File: src/rtl/uart_alu.sv
// uart_alu: UART-attached 32-bit ALU.
//   Receives command packets as 8N1 bytes on rx_i and parses them:
//     opcode, reserved, LEN lo, LEN hi, then LEN-4 payload bytes.
//   Executes the command and returns any result as 8N1 bytes on tx_o.
//   Opcodes:
//     0xEC ECHO  - each payload byte is sent back as it arrives.
//     0x10 ADD32 - wrapping sum of all little-endian 32-bit operands.
//     0x11 MUL32 - low 32 bits of the product of all operands. Only
//                  when UART_ALU_MUL_EN is defined; otherwise 0x11 is
//                  handled like any unknown opcode.
// Parameters:
//   CLK_FREQ_HZ - system clock frequency.
//   BAUD_RATE   - UART bit rate; CLKS_PER_BIT = CLK_FREQ_HZ / BAUD_RATE.
// Ports:
//   clk_i  - system clock, rising edge
//   rst_i  - asynchronous active-high reset
//   rx_i   - UART serial in, idle high
//   tx_o   - UART serial out, idle high
//   busy_o - high while a packet is received, executed or transmitted
module uart_alu #(
  parameter int CLK_FREQ_HZ = 100_000_000,
  parameter int BAUD_RATE   = 115_200
) (
  input  logic clk_i,
  input  logic rst_i,
  input  logic rx_i,
  output logic tx_o,
  output logic busy_o
);

  localparam int CLKS_PER_BIT = CLK_FREQ_HZ / BAUD_RATE;
  localparam int HALF_BIT     = CLKS_PER_BIT / 2;
  localparam int CW           = $clog2(CLKS_PER_BIT + 1);

  typedef enum logic [1:0] {RX_IDLE, RX_START, RX_DATA, RX_STOP} rx_state_t;
  typedef enum logic [2:0] {P_IDLE, P_OPCODE, P_RESERVED, P_LEN_LO,
                            P_LEN_HI, P_PAYLOAD, P_RESULT_TX} p_state_t;
  typedef enum logic [1:0] {OP_ECHO, OP_ADD, OP_MUL, OP_DROP} op_t;

  // Receiver state
  logic          rx_meta_q, rx_sync_q, rx_prev_q;
  rx_state_t     rx_state_q;
  logic [CW-1:0] rx_cnt_q;
  logic [2:0]    rx_bit_q;
  logic [7:0]    rx_shift_q;
  logic          rx_valid_q;
  logic [7:0]    rx_byte_q;

  // Parser / ALU state
  p_state_t      p_state_q;
  op_t           op_q;
  logic [7:0]    opcode_q;
  logic [7:0]    len_lo_q;
  logic [15:0]   rem_q;
  logic [1:0]    byte_idx_q;
  logic [23:0]   opnd_q;
  logic          first_q;
  logic [31:0]   acc_q;
  logic [2:0]    res_cnt_q;
  logic          push_q;
  logic [7:0]    push_data_q;

  // Transmitter state
  logic          tx_q;
  logic          tx_active_q;
  logic [8:0]    tx_frame_q;
  logic [3:0]    tx_bit_q;
  logic [CW-1:0] tx_cnt_q;
  logic [7:0]    hold_q;
  logic          hold_v_q;
  logic          busy_q;

  logic [15:0]   len_full_s;
  logic [31:0]   operand_s;
  logic [31:0]   combined_s;

  assign len_full_s = {rx_byte_q, len_lo_q};
  // Completed operand: the byte arriving now is the most significant one.
  assign operand_s  = {rx_byte_q, opnd_q};
  assign tx_o       = tx_q;
  assign busy_o     = busy_q;

  // ALU combine of accumulator with a freshly completed operand
  always_comb begin
    combined_s = acc_q + operand_s;
`ifdef UART_ALU_MUL_EN
    if (op_q == OP_MUL) begin
      combined_s = acc_q * operand_s;
    end else begin
      combined_s = acc_q + operand_s;
    end
`endif
  end

  // Two-flop synchronizer plus previous-sample flop for edge detection
  always_ff @(posedge clk_i or posedge rst_i) begin
    if (rst_i) begin
      rx_meta_q <= 1'b1;
      rx_sync_q <= 1'b1;
      rx_prev_q <= 1'b1;
    end else begin
      rx_meta_q <= rx_i;
      rx_sync_q <= rx_meta_q;
      rx_prev_q <= rx_sync_q;
    end
  end

  // 8N1 receiver: start confirmed at mid-bit, data and stop sampled at bit centres
  always_ff @(posedge clk_i or posedge rst_i) begin
    if (rst_i) begin
      rx_state_q <= RX_IDLE;
      rx_cnt_q   <= '0;
      rx_bit_q   <= 3'd0;
      rx_shift_q <= 8'd0;
      rx_valid_q <= 1'b0;
      rx_byte_q  <= 8'd0;
    end else begin
      rx_valid_q <= 1'b0;
      case (rx_state_q)
        RX_IDLE: begin
          rx_cnt_q <= '0;
          if (rx_prev_q && !rx_sync_q) begin
            rx_state_q <= RX_START;
          end
        end
        RX_START: begin
          if (rx_cnt_q == CW'(HALF_BIT - 1)) begin
            rx_cnt_q <= '0;
            rx_bit_q <= 3'd0;
            // A line already back high at mid-bit was only a glitch.
            rx_state_q <= rx_sync_q ? RX_IDLE : RX_DATA;
          end else begin
            rx_cnt_q <= rx_cnt_q + CW'(1);
          end
        end
        RX_DATA: begin
          if (rx_cnt_q == CW'(CLKS_PER_BIT - 1)) begin
            rx_cnt_q   <= '0;
            rx_shift_q <= {rx_sync_q, rx_shift_q[7:1]};
            if (rx_bit_q == 3'd7) begin
              rx_state_q <= RX_STOP;
            end else begin
              rx_bit_q <= rx_bit_q + 3'd1;
            end
          end else begin
            rx_cnt_q <= rx_cnt_q + CW'(1);
          end
        end
        RX_STOP: begin
          if (rx_cnt_q == CW'(CLKS_PER_BIT - 1)) begin
            rx_cnt_q   <= '0;
            rx_state_q <= RX_IDLE;
            // A low stop bit is a framing error: the byte is never delivered.
            if (rx_sync_q) begin
              rx_valid_q <= 1'b1;
              rx_byte_q  <= rx_shift_q;
            end
          end else begin
            rx_cnt_q <= rx_cnt_q + CW'(1);
          end
        end
        default: rx_state_q <= RX_IDLE;
      endcase
    end
  end

  // Packet parser, accumulator and result sequencer
  always_ff @(posedge clk_i or posedge rst_i) begin
    if (rst_i) begin
      p_state_q   <= P_IDLE;
      op_q        <= OP_DROP;
      opcode_q    <= 8'd0;
      len_lo_q    <= 8'd0;
      rem_q       <= 16'd0;
      byte_idx_q  <= 2'd0;
      opnd_q      <= 24'd0;
      first_q     <= 1'b1;
      acc_q       <= 32'd0;
      res_cnt_q   <= 3'd0;
      push_q      <= 1'b0;
      push_data_q <= 8'd0;
    end else begin
      push_q <= 1'b0;
      case (p_state_q)
        P_IDLE: begin
          if (rx_valid_q) begin
            opcode_q  <= rx_byte_q;
            p_state_q <= P_OPCODE;
          end
        end
        P_OPCODE: begin
          case (opcode_q)
            8'hEC:   op_q <= OP_ECHO;
            8'h10:   op_q <= OP_ADD;
`ifdef UART_ALU_MUL_EN
            8'h11:   op_q <= OP_MUL;
`endif
            default: op_q <= OP_DROP;
          endcase
          acc_q      <= 32'd0;
          first_q    <= 1'b1;
          byte_idx_q <= 2'd0;
          res_cnt_q  <= 3'd0;
          p_state_q  <= P_RESERVED;
        end
        P_RESERVED: begin
          if (rx_valid_q) begin
            p_state_q <= P_LEN_LO;
          end
        end
        P_LEN_LO: begin
          if (rx_valid_q) begin
            len_lo_q  <= rx_byte_q;
            p_state_q <= P_LEN_HI;
          end
        end
        P_LEN_HI: begin
          if (rx_valid_q) begin
            rem_q <= len_full_s - 16'd4;
            if (len_full_s < 16'd4) begin
              p_state_q <= P_IDLE;
            end else if (len_full_s == 16'd4) begin
              // No payload: ALU ops still answer with the cleared accumulator.
              p_state_q <= (op_q == OP_ADD || op_q == OP_MUL) ? P_RESULT_TX : P_IDLE;
            end else begin
              p_state_q <= P_PAYLOAD;
            end
          end
        end
        P_PAYLOAD: begin
          if (rx_valid_q) begin
            rem_q      <= rem_q - 16'd1;
            opnd_q     <= {rx_byte_q, opnd_q[23:8]};
            byte_idx_q <= byte_idx_q + 2'd1;
            if (op_q == OP_ECHO) begin
              push_q      <= 1'b1;
              push_data_q <= rx_byte_q;
            end
            if (byte_idx_q == 2'd3) begin
              acc_q   <= first_q ? operand_s : combined_s;
              first_q <= 1'b0;
            end
            if (rem_q == 16'd1) begin
              p_state_q <= (op_q == OP_ADD || op_q == OP_MUL) ? P_RESULT_TX : P_IDLE;
            end
          end
        end
        P_RESULT_TX: begin
          // Incoming bytes are ignored here; result goes out LSB first.
          if (res_cnt_q != 3'd4) begin
            if (!push_q && !hold_v_q) begin
              push_q      <= 1'b1;
              push_data_q <= 8'(acc_q >> {res_cnt_q[1:0], 3'b000});
              res_cnt_q   <= res_cnt_q + 3'd1;
            end
          end else if (!push_q && !hold_v_q && !tx_active_q) begin
            p_state_q <= P_IDLE;
          end
        end
        default: p_state_q <= P_IDLE;
      endcase
    end
  end

  // 8N1 transmitter with a one-byte holding register
  always_ff @(posedge clk_i or posedge rst_i) begin
    if (rst_i) begin
      tx_q        <= 1'b1;
      tx_active_q <= 1'b0;
      tx_frame_q  <= 9'h1FF;
      tx_bit_q    <= 4'd0;
      tx_cnt_q    <= '0;
      hold_q      <= 8'd0;
      hold_v_q    <= 1'b0;
    end else begin
      // A push in the same cycle as a load refills the register behind it.
      if (push_q) begin
        hold_q   <= push_data_q;
        hold_v_q <= 1'b1;
      end else if (!tx_active_q && hold_v_q) begin
        hold_v_q <= 1'b0;
      end
      if (!tx_active_q) begin
        if (hold_v_q) begin
          tx_active_q <= 1'b1;
          tx_q        <= 1'b0;
          tx_frame_q  <= {1'b1, hold_q};
          tx_bit_q    <= 4'd0;
          tx_cnt_q    <= '0;
        end
      end else if (tx_cnt_q == CW'(CLKS_PER_BIT - 1)) begin
        tx_cnt_q <= '0;
        // Bit 9 is the stop bit; the frame ends when it has been held a full bit.
        if (tx_bit_q == 4'd9) begin
          tx_active_q <= 1'b0;
        end else begin
          tx_q       <= tx_frame_q[0];
          tx_frame_q <= {1'b1, tx_frame_q[8:1]};
          tx_bit_q   <= tx_bit_q + 4'd1;
        end
      end else begin
        tx_cnt_q <= tx_cnt_q + CW'(1);
      end
    end
  end

  // Busy flag: any receive, parse or transmit activity in flight
  always_ff @(posedge clk_i or posedge rst_i) begin
    if (rst_i) begin
      busy_q <= 1'b0;
    end else begin
      busy_q <= (rx_state_q != RX_IDLE) || (p_state_q != P_IDLE) ||
                push_q || hold_v_q || tx_active_q;
    end
  end

endmodule

File: config.mk
export PLATFORM = sky130hd
export DESIGN_NAME = uart_alu
export DESIGN_NICKNAME = d
export VERILOG_FILES = /design/src/rtl/uart_alu.sv
export SDC_FILE = /design/constraint.sdc
export NUM_CORES = 1
export LEC_CHECK = 0
export CAP_MARGIN = 30
export CORE_MARGIN = 2
export CORE_UTILIZATION = 34
export DETAILED_ROUTE_END_ITERATION = 6
export PLACE_DENSITY = 0.54
export SLEW_MARGIN = 20
export SYNTH_ARGS = -nofsm -noshare
export SYNTH_HDL_FRONTEND = slang
export SYNTH_SLANG_ARGS = --single-unit
File: constraint.sdc
create_clock -name clk_i -period 6.9 [get_ports clk_i]
set_input_delay 1.035 -clock clk_i [delete_from_list [all_inputs] [get_ports clk_i]]
set_output_delay 1.035 -clock clk_i [all_outputs]
set_load 0.01 [all_outputs]
==> results of run 1 <==
power breakdown:
| group | leakage [nW] | switching (mW) | internal, mW | total, mW |
|---|---|---|---|---|
| combinational | 2.36 | 0.0515 | 0.0331 | 0.0847 |
| sequential | 2.41 | 0.0175 | 1.05 | 1.07 |
| clock | 0.277 | 0.419 | 0.557 | 0.977 |
sequential cells by signal, summed over array words and instances (netlist names), 2 cells and up, named ones only:
register / cells
acc_q: 32
opnd_q: 24
rem_q: 16
rx_cnt_q: 10
tx_cnt_q: 10
hold_q: 8
len_lo_q: 8
opcode_q: 8
push_data_q: 8
rx_byte_q: 8
rx_shift_q: 8
tx_frame_q: 8
tx_bit_q: 4
p_state_q: 3
res_cnt_q: 3
rx_bit_q: 3
byte_idx_q: 2
op_q: 2
stage by stage:
stage / hold slack (ns) / setup WS [ns] / std cells
6_report: 0.359 / 3.96 / 1437
5_1_grt: 0.365 / 3.69 / 1437
4_1_cts: 0.356 / 3.93 / 1433
3_5_place_dp: 0.347 / 3.96 / 1401
3_3_place_gp: 0.346 / 4.01 / 1400
2_1_floorplan: 0.345 / 1.09 / 1054
cells in the mapped netlist (all sizes together) (4+ instances only):
cell,count,share of area (%)
nand2,172,6.5
dfrtp,162,41
o21ai,103,5.2
nor2,77,2.9
a21oi,59,3.0
clkbuf,47,1.8
ha,46,5.8
mux2,44,5.0
inv,29,1.1
nand3,28,1.4
xnor2,25,2.2
nor3,23,1.2
xor2,21,1.9
mux2i,19,1.9
a22oi,17,1.3
and3,16,1.0
dfstp,15,4.0
a21o,9,0.68
a31oi,8,0.57
mux4,8,1.8
o21bai,8,0.60
o31ai,8,0.74
or3,8,0.50
nand2b,7,0.44
nand4,7,0.44
nor4,7,0.50
o211ai,7,0.58
o22ai,7,0.44
a22o,6,0.53
or2,6,0.38
and2,4,0.25
nor2b,4,0.25
o21a,4,0.30
metal layers:
layer / track usage, % / vias to the layer above / routed length [um]
met5: 0 / - / 0
met4: 5.03 / 0 / 397
met3: 2.61 / 21 / 613
met2: 24.8 / 109 / 10500
met1: 22.9 / 3745 / 11900
li1: - / 3731 / -
final timing paths:
kind,slack [ns],cells past startpoint,end,from
setup / recovery,3.96,7,acc_q[29],p_state_q[0]
hold / removal,0.36,0,rx_sync_q,rx_meta_q
setup reg to reg,3.96,7,acc_q[29],p_state_q[0]
hold reg to reg,0.36,0,rx_sync_q,rx_meta_q
max in group asynchronous,4.99,4,tx_frame_q[3],rst_i
min in group asynchronous,0.93,2,rem_q[9],rst_i
worst reg2reg max path, delay by kind of cell (launching register included):
kind / cells / cell delay (ns)
compound gates: 2 / 0.24
flops: 1 / 0.61
simple gates: 5 / 2.02
cell families after synthesis:
| logic type | share of synthesized area (%) |
|---|---|
| flip-flops | 44.8 |
| AND/OR/NAND/NOR | 17.1 |
| multiplexers | 8.71 |
| AO/OA/AOI/OAI | 16.4 |
| XOR/XNOR | 4.05 |
| buffers and inverters | 3.00 |
| adder cells (fa/ha/maj) | 5.99 |
final cells by class:
type,count,area share [%]
timing repair buffer,17,1.75
multi-input combinational,798,47.2
sequential,177,40.4
inverter,29,1.03
clock inverter,7,0.932
tap,384,4.37
clock buffer,25,4.32
==> results.toml, run 1 <==
[floorplan]
start_util_pct = 34.5
rows = 62
core-area_um2 = 28800
die_w_um = 175
pin_count = 5
die_area_um2 = 30600
die_h_um = 175

[routing]
vias = 7606
drc = 0
postRouteAntennaNets = 0
postRouteWirelength_um = 23400
via_per_inst = 5.29
initialDrtViolationCount = 574
routedWlPerCell_um = 16.3
drtPass1Iterations = 5

[synthesis]
synthFlopType = "dfrtp_1"
yosysWarnings = 0
ys_ff_latch = 177
postSynth.asyncResetShare_pct = 100
yosysSeqAreaShare_pct = 44.8
postSynthCellCount = 1054
netlist_area_um2 = 9940
synthDistinctLibCells = 70
synth_edf_count = 0
syn-num-nets = 1104
avgSynthCellArea_um2 = 9.43

[critical_path]
cp_cell_sequence = "nor2b_1 -> nand2_1 -> nor2_1 -> and2_1 -> a22oi_1 -> o21ai_0 -> or3_1"
path_class = "register to register"
cp_top_family = "simple AND/OR/NAND/NOR gates"
slowest_stage = "and2_1"
arrival_ns = 3.32
cp-start-kind = "register"
cp_max_fo = 25
path_buf_inv = 0
crit_path_max_incr_delay_ns = 0.62
end_kind = "register"
critical_path_required_ns = 7.28

[clocking]
cts_hold_buffers = 0
clk_latency_ns = 0.44
cts_setup_buffers = 0
ctsRootBufferMaster = "clkbuf_16"
path_clk_slew_ns = 0.07
cts_tree = "done"
post_cts_resized = 0
ctsHtreeMaxLevel = 4
clockBufferDepth = 2
cts_buffers = 17
cts_num_sinks = 177

[timing]
hold_viol = 0
worstMarginPinSlew_ns = 0.831
skew_ns = 0.0103
fin_crit_sh_pct = 42.6
finalCriticalPeriod_ns = 2.94
fin_tns_setup_ns = 0
finalMaxSlewViolations = 0
fmax_mhz = 340
slew_headroom_pct = 44.4
setup_viol = 0
rsz0062_at_grt = "false"

[run]
drv_cap = 0

[grt]
antenna_found_initial = 0
grt_pass1_vias = 7268
grt-ovfl-total = 0
track_usage_pct = 16.0
grt_pass1_wl_um = 39400
grt_max_degree = 76

[placement]
io_buffers = 4
dpl_cell_area_um2 = 10400
place_congestion = 0.866
dpl.hpwl_um = 16200

[outcome]
outcome = "finished, final reports clean"

[layout]
finish.utilization_pct = 38.2
final_common_cell = "nand2_1"
layout-drive-gt1-share_pct = 11.8
multi_input_area_um2 = 5190
register_area_um2 = 4450
design_area_um2 = 11000
area_growth_pct = 10.7
fin_nets = 1090
fill_cells = 2876
mostFrequentLayoutCells = "nand2_1, dfrtp_1, o21ai_0"
antenna_cells = 0

[worst_hold_path]
hp-class = "register to register"

[power]
power_density_nw_per_um2 = 194
max-vdd-ir-drop_v = 0.000171
p_total_mw = 2.13
leakage_nw = 5.05
(Power assumes the default switching activity.)
==> run 2, diff against run 1 <==
--- a/config.mk
+++ b/config.mk
@@ -9,7 +9,7 @@
 export CORE_MARGIN = 2
 export CORE_UTILIZATION = 34
 export DETAILED_ROUTE_END_ITERATION = 6
-export PLACE_DENSITY = 0.54
+export PLACE_DENSITY = 0.56
 export SLEW_MARGIN = 20
 export SYNTH_ARGS = -nofsm -noshare
 export SYNTH_HDL_FRONTEND = slang
==> constraint.sdc (replaced) <==
create_clock -name clk_i -period 2.6 [get_ports clk_i]
set_input_delay 0.39 -clock clk_i [delete_from_list [all_inputs] [get_ports clk_i]]
set_output_delay 0.39 -clock clk_i [all_outputs]
set_load 0.01 [all_outputs]
==> results.toml, run 2 (same netlist as run 1, synthesis figures left out) <==
[outcome]
outcome = "finished, final reports clean"

[grt]
track_usage_pct = 16.5
grt-ovfl-total = 0
grt_pass1_wl_um = 40700
grt_max_degree = 45
met2_usage_pct = 25.5
grtUsageMet1_pct = 24.0
grt_pass1_vias = 7781
busiest_layer = "met2"
antenna_found_initial = 0
grtUsageMet3_pct = 2.68

[layout]
finish.utilization_pct = 41.4
reg.largest.list = "acc_q x32, opnd_q x24, rem_q x16"
final_common_cell = "nand2_1"
largest_register = "acc_q"
mostFrequentLayoutCells = "nand2_1, dfrtp_1, buf_4"
antenna_cells = 0
final_cells = 1526
design_area_um2 = 11900
layout-drive-gt1-share_pct = 21.6
fill_cells = 2747
fin_nets = 1179
largest_register_ffs = 32
area_growth_pct = 19.8

[routing]
via_per_inst = 5.20
initialDrtViolationCount = 627
postRouteWirelength_um = 24500
routedWlPerCell_um = 16.1
drc = 0
vias = 7934
drtPass1Iterations = 5
postRouteAntennaNets = 0

[timing]
rsz0062_at_grt = "true"
finalMaxSlewViolations = 0
hold_viol = 0
slew_headroom_pct = 38.7
fmax_mhz = 388
hold_ws_ns = 0.350
finalCriticalPeriod_ns = 2.58
fin_tns_setup_ns = 0
setup_viol = 0
worstMarginPinSlew_ns = 0.910
skew_ns = 0.0101
fin_crit_sh_pct = 99.1
setup_ws_ns = 0.0232

[clocking]
cts_hold_buffers = 0
cts_num_sinks = 177
cts_buffers = 17
cts_tree = "done"
ctsRootBufferMaster = "clkbuf_16"
clk_latency_ns = 0.43
ctsHtreeMaxLevel = 4
path_clk_slew_ns = 0.07
clockBufferDepth = 2

[power]
leakage_nw = 5.49
netSwitchingPower_mw = 1.36
p_total_mw = 5.79
p_int_mw = 4.42
max-vdd-ir-drop_v = 0.000457
power_density_nw_per_um2 = 486
seqPwrFrac_pct = 49.1
switching_share_pct = 23.6
p_clk_share_pct = 47.0
combPwrFrac_pct = 3.9

[critical_path]
cp-start-kind = "register"
slowest_stage = "dfrtp_1"
r2r_start = "acc_q[9]"
arrival_ns = 2.89
critical_path_required_ns = 2.91
path_class = "register to register"
rr_worst_depth = 11
end_kind = "register"
r2r-end = "acc_q[29]"
rrSetupSlack_ns = 0.02
crit_path_max_incr_delay_ns = 0.42
cp_cell_sequence = "ha_4 -> nand4_1 -> o21bai_1 -> a211oi_2 -> buf_4 -> o31ai_4 -> a31oi_4 -> nand2_1 -> o211ai_1 -> nor4bb_2 -> or3_1"
cp_max_fo = 5

[floorplan]
start_util_pct = 34.5
core-area_um2 = 28800
rows = 62
die_area_um2 = 30600
pin_count = 5
die_h_um = 175
die_w_um = 175

[placement]
dpl.hpwl_um = 17100
post-place-ws_ns = -0.155
dp_cells = 1480
io_buffers = 4
dpl_cell_area_um2 = 11000
place_congestion = 0.879

[worst_hold_path]
hp-class = "primary input to async pin"

[run]
drv_cap = 0
==> run 2: cell count changes in the layout (fill, tap and decap cells not counted), moves of 3 or more <==
cell,change
a21oi_1,-10
a21oi_2,+9
buf_12,+3
buf_4,+89
clkbuf_1,-4
ha_1,-9
ha_4,+8
o21ai_0,-8
o21ai_1,+6
==> run 2: cell type report <==
cell class	instances	area, um^2	share of cell area, %
clock inverters	13	175	1.47
flip-flops and latches	177	4450	37.4
inverters	29	113	0.946
multi-input cells	798	5410	45.4
clock buffers	19	433	3.64
repair buffers	106	851	7.15
well taps	384	480	4.04
==> run 2: power groups by stage <==
stage	registers [mW]	logic, mW	clock network, mW
floorplan	2.87	0.156	0
global placement	2.89	0.234	0
detailed placement	2.89	0.239	0
CTS	2.84	0.238	2.79
global route	2.85	0.265	2.90
finish	2.84	0.228	2.72
==> run 2: worst max path at each step <==
stage,startpoint,cells after the start,slack (ns),end
6_report,acc_q[9],11,0.02,acc_q[29]
5_1_grt,acc_q[9],11,-0.08,acc_q[29]
4_1_cts,opnd_q[0],12,-0.03,acc_q[28]
3_5_place_dp,opnd_q[0],12,-0.15,acc_q[28]
3_3_place_gp,opnd_q[0],12,-0.1,acc_q[28]
2_1_floorplan,rst_i,1,-0.04,async pin
==> run 2: critical path: cells and delay by family, from the launching register on <==
kind	cells	cell delay (ns)
flops	1	0.42
simple gates	4	0.76
buf+inv	1	0.16
fa+ha+maj	1	0.32
compound gates	5	0.82
==> run 2: routing by layer <==
metal	share of wire, %	wire length [um]
met5	0	0
met4	1.1	263
met3	2.5	604
met2	45	11100
met1	51	12600
==> run 2: what timing repair did <==
| action | CTS | global route |
|---|---|---|
| pin swaps | 10 | 35 |
| setup endpoints to repair | 10 | 16 |
| cloned | 0 | 0 |
| gates resized for setup | 6 | 40 |
| buffers inserted | 10 | 6 |
==> run 3, diff against run 2 <==
--- a/config.mk
+++ b/config.mk
@@ -10,6 +10,7 @@
 export CORE_UTILIZATION = 34
 export DETAILED_ROUTE_END_ITERATION = 6
 export PLACE_DENSITY = 0.56
+export SETUP_SLACK_MARGIN = 0.4
 export SLEW_MARGIN = 20
 export SYNTH_ARGS = -nofsm -noshare
 export SYNTH_HDL_FRONTEND = slang
==> results.toml, run 3 (same netlist as run 1, synthesis figures left out) <==
[critical_path]
cp_cell_sequence = "ha_4 -> a21oi_4 -> o21bai_1 -> a21oi_1 -> a21boi_4 -> a21oi_4 -> buf_4 -> o211ai_1 -> a31oi_1 -> xnor2_1 -> o21ai_1"
end_kind = "register"
cp_top_family = "compound AO/OA/AOI/OAI gates"
crit_path_frequent_cell = "a21oi_4"
arrival_ns = 2.83
critical_path_required_ns = 2.92
path_buf_inv = 1
path_class = "register to register"
slowest_stage = "dfrtp_1"
cp_max_fo = 5
cp-start-kind = "register"
crit_path_max_incr_delay_ns = 0.42

[placement]
place_congestion = 0.881
dpl.hpwl_um = 16700
dpl_cell_area_um2 = 10800
io_buffers = 4

[layout]
largest_register = "acc_q"
antenna_cells = 0
reg.largest.list = "acc_q x32, opnd_q x24, rem_q x16"
area_growth_pct = 23.7
fin_nets = 1184
mostFrequentLayoutCells = "nand2_1, dfrtp_1, buf_4"
layout-drive-gt1-share_pct = 26.0
final_common_cell = "nand2_1"
design_area_um2 = 12300
largest_register_ffs = 32

[floorplan]
die_w_um = 175
rows = 62
die_area_um2 = 30600
die_h_um = 175
pin_count = 5
core-area_um2 = 28800
start_util_pct = 34.5

[grt]
grt_max_degree = 91
antenna_found_initial = 0
grt_pass1_vias = 7819
grt_pass1_wl_um = 41000
grt-ovfl-total = 0
track_usage_pct = 16.7

[routing]
drtPass1Iterations = 5
vias = 7949
routedWlPerCell_um = 16.4
via_per_inst = 5.19
postRouteAntennaNets = 0
initialDrtViolationCount = 612
postRouteWirelength_um = 25100
drc = 0

[timing]
finalCriticalPeriod_ns = 2.51
fmax_mhz = 399
skew_ns = 0.0139
slew_headroom_pct = 58.4
fin_crit_sh_pct = 96.5
finalMaxSlewViolations = 0
rsz0062_at_grt = "true"
hold_ws_ns = 0.358
hold_viol = 0
worstMarginPinSlew_ns = 0.622
setup_viol = 0

[clocking]
cts_tree = "done"
path_clk_slew_ns = 0.07
cts_hold_buffers = 0
ctsRootBufferMaster = "clkbuf_16"
ctsHtreeMaxLevel = 4
clockBufferDepth = 2
cts_num_sinks = 177
cts_buffers = 17
clk_latency_ns = 0.44

[power]
max-vdd-ir-drop_v = 0.000444
power_density_nw_per_um2 = 453
leakage_nw = 5.52

[outcome]
outcome = "finished, final reports clean"

[run]
drv_cap = 0

[worst_hold_path]
hp-class = "register to register"
run 3: cell types whose count changed in the layout (fill, tap and decap cells not counted), moves of 7 or more:
| cell | before | now |
|---|---|---|
| nor3_1 | 23 | 16 |
| o21ai_1 | 11 | 27 |
| o21ai_0 | 90 | 71 |
| buf_6 | 2 | 20 |
| dfrtp_2 | 1 | 10 |
| dfrtp_1 | 161 | 152 |
| nor3_2 | 0 | 7 |
| buf_4 | 97 | 85 |
run 3: worst paths after layout:
check,start,to,slack [ns],depth (start not counted)
worst max-delay path,opnd_q[9],acc_q[28],0.09,11
worst min-delay path,rx_meta_q,rx_sync_q,0.36,0
worst max register to register,opnd_q[9],acc_q[28],0.09,11
worst min register to register,rx_meta_q,rx_sync_q,0.36,0
max in group asynchronous,rst_i,opnd_q[8],1.68,3
min in group asynchronous,rst_i,rx_cnt_q[7],0.43,3
run 3: layout make-up:
cell class / count / area, um^2
clock inverters: 12 / 96.3
repair buffers: 111 / 943
flip-flops and latches: 177 / 4460
well taps: 384 / 480
fillers: 2705 / 16500
inverters: 29 / 113
clock buffers: 20 / 467
multi-input cells: 798 / 5730
run 3: through the flow:
stage,worst slack [ns],instances,power [mW],setup TNS (ns),util (%)
global placement,0.00817,1447,3.12,0,37.6
finish,0.0907,1531,5.57,0,42.7
CTS,0.0450,1515,5.64,0,41.1
global route,-0.0277,1531,5.78,-0.0841,42.7
floorplan,-0.0444,1054,3.03,-7.19,-
detailed placement,-0.00922,1448,3.12,-0.00922,37.6
run 3: power breakdown:
group          switching (mW)  total [mW]  internal (mW)
Sequential             0.0485        2.84           2.79
Combinational           0.136       0.222         0.0854
Clock                    1.19        2.51           1.32
run 3: worst register-to-register path, cell delays in order, from the launching register on:
cell and delay [ns]:
dfrtp_1 0.42, ha_4 0.29, a21oi_4 0.21, o21bai_1 0.11
a21oi_1 0.33, a21boi_4 0.13, a21oi_4 0.22, buf_4 0.15
o211ai_1 0.10, a31oi_1 0.23, xnor2_1 0.14, o21ai_1 0.07
run 3: per-layer routing:
metal	global-route usage (%)	part of all wire, %
met2	26.7	48
met3	2.92	3.0
met5	0	0
met1	23.5	48
met4	4.34	1.3
run 3: repair_timing:
| item | 4_1_cts | 5_1_grt |
|---|---|---|
| setup buffers | 35 | 16 |
| endpoints found under the hold margin | 0 | 0 |
| endpoints found under the setup margin | 29 | 41 |
| pin swaps | 32 | 37 |
| resized for setup | 34 | 84 |
